[config.mk]
export PLATFORM = sky130hd
export DESIGN_NAME = mux_arb_rr
export DESIGN_NICKNAME = d
export VERILOG_FILES = /design/src/rtl/mux_arb_rr.sv
export SDC_FILE = /design/constraint.sdc
export NUM_CORES = 1
export LEC_CHECK = 0
export BUFFER_PORTS_ARGS = -buffer_cell sky130_fd_sc_hd__buf_2
export CORE_ASPECT_RATIO = 1.5
export CORE_MARGIN = 2
export CORE_UTILIZATION = 24
export DETAILED_ROUTE_END_ITERATION = 10
export GPL_TIMING_DRIVEN = 0
export PLACE_DENSITY = 0.47
export RECOVER_POWER = 50
export SYNTH_ARGS = -nofsm -noshare
export SYNTH_HDL_FRONTEND = slang
export SYNTH_SLANG_ARGS = --single-unit
[constraint.sdc]
create_clock -name clk -period 9.14 [get_ports clk]
set_input_delay 1.828 -clock clk [delete_from_list [all_inputs] [get_ports clk]]
set_output_delay 1.828 -clock clk [all_outputs]
set_load 0.1 [all_outputs]
[src/rtl/mux_arb_rr.sv]
// N:1 registered valid/ready multiplexer with fixed-select or round-robin channel choice.
// Optional accepted-transfer counter on grant_cnt, built when MUX_ARB_GRANT_CNT_EN is defined.
module mux_arb_rr #(
    parameter int unsigned WIDTH  = 32,
    parameter int unsigned NUM_CH = 8,
    parameter int unsigned SEL_W  = $clog2(NUM_CH)
) (
    input  logic                    clk,
    input  logic                    rst_n,
    input  logic                    mode,
    input  logic [SEL_W-1:0]        select,
    input  logic [NUM_CH-1:0]       in_valid,
    input  logic [NUM_CH*WIDTH-1:0] in_data,
    output logic [NUM_CH-1:0]       in_ready,
    output logic                    out_valid,
    output logic [WIDTH-1:0]        out_data,
    output logic [SEL_W-1:0]        out_ch,
    input  logic                    out_ready,
    output logic [15:0]             grant_cnt
);

    localparam int unsigned CNT_W = 16;

    logic [NUM_CH-1:0] grant;
    logic [SEL_W-1:0]  grant_idx;
    logic              grant_any;
    logic [SEL_W-1:0]  ptr;
    logic              load_en;
    logic              xfer;
    logic [WIDTH-1:0]  sel_data;
    int unsigned       scan_pos;
    logic [SEL_W-1:0]  scan_idx;

    // One-hot grant: direct select in mode 0, first valid at or after ptr (wrapping) in mode 1
    always_comb begin : grant_logic
        grant     = '0;
        grant_idx = '0;
        grant_any = 1'b0;
        scan_pos  = 0;
        scan_idx  = '0;
        if (!mode) begin
            if ((32'(select) < NUM_CH) && in_valid[select]) begin
                grant[select] = 1'b1;
                grant_idx     = select;
                grant_any     = 1'b1;
            end
        end else begin
            for (int unsigned k = 0; k < NUM_CH; k++) begin
                scan_pos = 32'(ptr) + k;
                if (scan_pos >= NUM_CH) begin
                    scan_pos = scan_pos - NUM_CH;
                end
                scan_idx = SEL_W'(scan_pos);
                if (!grant_any && in_valid[scan_idx]) begin
                    grant[scan_idx] = 1'b1;
                    grant_idx       = scan_idx;
                    grant_any       = 1'b1;
                end
            end
        end
    end

    assign load_en  = !out_valid || out_ready;
    assign in_ready = (rst_n && load_en) ? grant : '0;
    assign xfer     = grant_any && load_en && rst_n;
    assign sel_data = in_data[32'(grant_idx)*WIDTH +: WIDTH];

    // Single-entry output stage; a load in the same cycle as a drain keeps out_valid high
    always_ff @(posedge clk) begin : out_stage
        if (!rst_n) begin
            out_valid <= 1'b0;
            out_data  <= '0;
            out_ch    <= '0;
            ptr       <= '0;
        end else if (xfer) begin
            out_valid <= 1'b1;
            out_data  <= sel_data;
            out_ch    <= grant_idx;
            if (mode) begin
                ptr <= (32'(grant_idx) == NUM_CH - 1) ? '0 : grant_idx + SEL_W'(1);
            end
        end else if (out_ready) begin
            out_valid <= 1'b0;
        end
    end

`ifdef MUX_ARB_GRANT_CNT_EN
    logic [CNT_W-1:0] cnt_q;

    // Saturating count of accepted input transfers
    always_ff @(posedge clk) begin : grant_counter
        if (!rst_n) begin
            cnt_q <= '0;
        end else if (xfer && (cnt_q != '1)) begin
            cnt_q <= cnt_q + CNT_W'(1);
        end
    end

    assign grant_cnt = cnt_q;
`else
    assign grant_cnt = CNT_W'(0);
`endif

endmodule

# --- Word level (Yosys, flattened, before mapping) ---
# Cells that the tools add are included.
word_totals:
  word_cells: 185
  register_bits: 39
  output_inout_bits: 60
classes:
  shifts: 1
  bitwise_logic: 7
  eq_ne: 1
  addsub: 16
  muxes: 100
  reduce_logical: 30
  magnitude_cmp: 26
op_table:
  columns: ["operator", "n"]
  rows:
  - ["$shiftx 256x9->32", 1]
  - ["$mux 8", 18]
  - ["$mux 3", 27]
  - ["$or 8x8->8", 7]
  - ["$mux 1", 37]
  - ["$lt 3x4->1 const B", 9]
  - ["$ge 4x4->1 const B", 7]
  - ["$bmux 1 s3", 9]
  - ["$demux 1 s3", 9]
  - ["$ge 3x1->1 const B", 9]
  - ["$sub 3x1->3 const B", 8]
  - ["$logic_and 1x1->1", 19]
  - ["$add 3x3->4 const B", 4]
  - ["$add 3x2->4 const B", 2]
  - ["$logic_not 1->1", 8]
  - ["$add 3x1->4 const B", 1]
  - ["$ge 3x4->1 const B", 1]
  - ["$add 3x1->3 const B", 1]
  - ["$eq 3x3->1 const B", 1]
  - ["$reduce_and 2->1", 1]
  - ["$reduce_bool 2->1", 1]
  - ["$logic_or 1x1->1", 1]

# --- Longest topological paths before layout ---
depth:
  word_depth: 38
  depth_mapped: 19
  depth_no_buf: 14

# --- Worst setup path after synthesis ---
# No wires, ideal clock.
synth_timing:
  path_type: "input to output"
  from: "input in_valid[0]"
  to: "output in_ready[6]"
  arrival_time_ns: 6.117
  path_buffers: 1
  t_required_ns: 7.312
  stages: 10
  slack_ns: 1.195
  path_cell_list: "mux2_2 mux4_2 a211o_1 or2_1 buf_6 nor3_1 a221o_1 o21a_1 o21ai_0 a21boi_0"
synth_between:
  elab_chain_cells: 33
synth_rtl:
  columns: ["item", "line_no", "text"]
  rows:
  - ["start, declared", "12", "input logic [NUM_CH-1:0] in_valid,"]
  - ["$bmux 1 s3", "54", "if (!grant_any && in_valid[scan_idx]) begin"]
  - ["$mux 1 (implied by the code)", "54", null]
  - ["$mux 1", "54", null]
  - ["$mux 1", "41", "if (!mode) begin"]
  - ["$logic_not 1->1", "54", null]
  - ["$logic_and 1x1->1", "54", null]
  - ["$mux 1", "54", null]
  - ["$mux 1", "41", null]
  - ["(+17 left out)", null, null]
  - ["$logic_and 1x1->1", "54", null]
  - ["$mux 1", "54", null]
  - ["$mux 1", "41", null]
  - ["$logic_not 1->1", "54", null]
  - ["$logic_and 1x1->1", "54", null]
  - ["$mux 8", "54", null]
  - ["$mux 8 (*)", "41", null]
  - ["$mux 8 (*)", "64", "assign in_ready = (rst_n && load_en) ? grant : '0;"]
  - ["end, declared", "14", "output logic [NUM_CH-1:0] in_ready,"]
# Mark *: on every way between the ends. The rest lies on a longest branch, timed or not. The select of a mux whose other input is x is not followed.

# --- Worst setup path after layout ---
layout_timing:
  from: "register ptr[2]"
  to: "output in_ready[0]"
layout_between:
  elab_chain_cells: 36
layout_rtl:
  columns: ["item", "line_no", "text"]
  rows:
  - ["start, declared", "27", "logic [SEL_W-1:0] ptr;"]
  - ["start signal, assigned", "80", "ptr <= (32'(grant_idx) == NUM_CH - 1) ? '0 : grant_idx + SEL_W'(1);"]
  - ["branches (longest 33 deep; another with $add 3x1->4)", null, null]
  - ["$mux 8 (*)", "54", null]
  - ["$mux 8 (*)", "41", null]
  - ["$mux 8 (*)", "64", null]
# Mark *: on every way between the ends. The select of a mux whose other input is x is not followed.

==> impl_results.md <==
- Placed Area: 7140 um^2
- TNS Setup: 0 ns
- Worst slew margin: 11.9%
- H-tree depth: 2
- First-pass GRT wire length: 34300 um
- WL/cell: 20.8 um
- Num rows: 65
- Nets: 1159
- Wl on met1: 9000 um
- EDFF count, synth: 0
- Syn. warnings: 0
- Reg clk slew, reported paths: 0.07 ns
- Distinct cell type count after synthesis: 68
- Status: finished, final reports clean
- Power Density: 180 nW/um^2
- Met2 routed WL: 13100 um
- Fillers: 2334
- Root Buffer: clkbuf_16
- Deepest clock path buffer count: 2
- Req. time, crit path: 7.31 ns
- Critical Path Start Type: flip-flop
- Grt total ovfl: 0
- Max Cap Viol: 0
- Vias: 5716
- Die extent in x: 124 um
- Syn Area/Cell: 9.49 um^2
- Final Hold Fails: 0
- Detailed Routing Iterations Pass 1: 4
- Number of global-route vias before repair: 5883
- # hold bufs at CTS: 0
- DRT iter0 DRCs: 281
- Post-DP HPWL: 20300 um
- Syn-to-layout area delta: 39.2%
- Crit path time final: 7.05 ns
- Remaining DRCs: 0
- Worst-Margin Slew: 1.33 ns
- Antenna Nets Post-Route: 0
- Arrival @ worst endpoint: 5.23 ns
- Fraction of registers with async set or reset after synthesis: 0%
- HP Class: flip-flop to flip-flop
- I/O pin total: 331
- Top layer reached by signal wires: met4
- Port Buffers: 312
- Cell area after synthesis: 5180 um^2
- Vias per Instance: 4.97
- Met3 routed WL: 1240 um
- Total GRT Usage: 20.3%
- CP max FO: 9
- Final wirelength: 24000 um
- Leakage: 0.00310 uW
- CP Capture Type: primary output
- Routability-driven placement congestion ratio: 0.836
- Max Slew Vio Count: 0
- Syn Inst Count: 546
- Skew-Pair Late Insertion Delay: 0.29 ns
- Post-CTS Setup Bufs: 0
- Layout Skew: 0.0120 ns
- Sequential share of the synthesized area: 15.1%
- Period utilisation layout: 77.2%
- CTS buffer count: 5
- Clk sinks: 39
- Yosys reg bits: 39
- Share of cells above drive strength 1: 49.7%
- Finish-stage setup viols: 0
- Initial antenna violation count: 1
- Non-Filler Cell Area, Final: 7210 um^2
- Die H: 184 um
- Predominant post-synthesis flop cell: dfxtp_1
- Die area: 22800 um^2
- Core Util, Final: 34.1%
- CTS tree: done
- Worst VDD drop: 0.0808 mV
- CP Class: flip-flop to primary output
- Core area: 21100 um^2
- Fmax: 142 MHz
- Reg2Reg Setup Slack: 3.11 ns
- Largest net degree at the start of global routing: 13
- Starting Density: 24.5%
- Post_cts resized: 0
- RSZ-0062 raised after global routing: no
[flip-flops by register name, indices dropped and copies added, names as in the netlist]
| register | flops |
|---|---|
| out_ch | 3 |
| ptr | 3 |
| out_data | 32 |
| out_valid | 1 |
[cell usage after synthesis, types with 5 or more instances]
library cell / count / area share [%]
nor3_1: 7 / 0.68
mux4_2: 11 / 4.8
buf_6: 6 / 1.3
mux2_4: 7 / 2.0
mux2_2: 75 / 16
clkbuf_1: 17 / 1.2
buf_4: 22 / 3.2
buf_2: 13 / 1.3
a221oi_1: 11 / 1.9
a211oi_1: 19 / 2.8
o21ai_0: 6 / 0.58
nand3_1: 6 / 0.58
and2_1: 14 / 1.7
nor2_1: 15 / 1.1
o211ai_1: 20 / 2.9
or2_1: 6 / 0.72
nor2b_1: 5 / 0.60
mux2i_1: 74 / 14
ha_1: 8 / 1.9
dfxtp_1: 39 / 15
o22ai_1: 5 / 0.60
inv_1: 5 / 0.36
a211oi_2: 5 / 1.2
or2_0: 6 / 0.72
o221ai_1: 33 / 5.6
nand2_1: 42 / 3.0
[worst max-delay path, cell delays in order (launching register included)]
cell	delay, ns
dfxtp_1	0.37
clkbuf_1	0.45
clkinv_1	0.44
ha_1	0.57
mux4_1	0.58
mux2i_1	0.61
nand3_1	0.22
nor3_1	0.45
nand2_1	0.11
a21bo_2	0.24
mux2i_1	0.19
mux2i_1	0.11
o32ai_1	0.13
buf_2	0.47
[metrics by stage]
stage	instances	setup WS (ns)	hold slack [ns]	power, uW
global placement	1141	2.30	0.450	1140
floorplan	561	1.20	0.644	906
global route	1150	1.76	0.492	1360
detailed placement	1141	2.31	0.454	1140
finish	1151	2.09	0.468	1300
CTS	1149	2.31	0.468	1320
[cells by family (layout without fill, tap and decap cells)]
| logic type | after synthesis | in the layout | synth area share, % |
|---|---|---|---|
| fa+ha+maj | 8 | 8 | 1.93 |
| other cells | 1 | 18 | 0.0723 |
| flops | 39 | 39 | 15.1 |
| buf+inv | 73 | 393 | 9.70 |
| xor+xnor | 3 | 3 | 0.507 |
| mux | 171 | 171 | 39.2 |
| compound gates | 136 | 136 | 22.4 |
| simple gates | 115 | 115 | 11.1 |
[placed cells by master, fill, tap and decap left out, drive strengths merged, types with 2 or more instances in the layout]
| cell type | n |
|---|---|
| buf | 320 |
| mux2 | 82 |
| mux2i | 75 |
| clkbuf | 62 |
| nand2 | 42 |
| dfxtp | 39 |
| o221ai | 33 |
| a211oi | 24 |
| o211ai | 21 |
| and2 | 17 |
| conb | 16 |
| nor2 | 15 |
| mux4 | 14 |
| or2 | 12 |
| a221oi | 11 |
| ha | 8 |
| inv | 8 |
| nor3 | 7 |
| o21ai | 6 |
| nand3 | 6 |
| nor2b | 5 |
| o22ai | 5 |
| a21oi | 4 |
| nand2b | 4 |
| a21boi | 4 |
| a22o | 3 |
| a32oi | 3 |
| a222oi | 3 |
| a2111o | 3 |
| or3 | 3 |
| diode | 2 |
| xnor2 | 2 |
| a31oi | 2 |
| o21a | 2 |
| o32ai | 2 |
| clkinv | 2 |
[power breakdown]
part	switching, uW	total, uW	leakage, uW	internal (uW)
Clock	80.1	181	0.0000669	101
Sequential	22.0	229	0.000324	207
Combinational	610	885	0.00271	275
[metal layers]
layer,track usage (%),up-vias
met2,38.2,235
met5,0,-
met3,3.26,28
met1,22.6,2675
li1,-,2778
met4,6.52,0
[worst paths after layout]
| kind | startpoint | to | cells after the start |
|---|---|---|---|
| worst max-delay path | ptr[2] | in_ready[0] | 13 |
| worst min-delay path | out_data[25] | out_data[25] | 2 |
| worst max register to register | ptr[2] | out_data[13] | 14 |
| worst min register to register | out_data[25] | out_data[25] | 2 |
[area by class of cell]
type	count	area (um^2)	share of cell area (%)
flip-flops and latches	39	781	10.8
repair buffers	312	1520	21.0
clock buffers	6	129	1.79
inverters	9	41.3	0.572
diodes	2	5.00	0.0694
plain buffers	64	452	6.26
multi-input cells	449	3940	54.6
clock inverters	2	12.5	0.173
well taps	268	335	4.65
(Power assumes the default switching activity.)
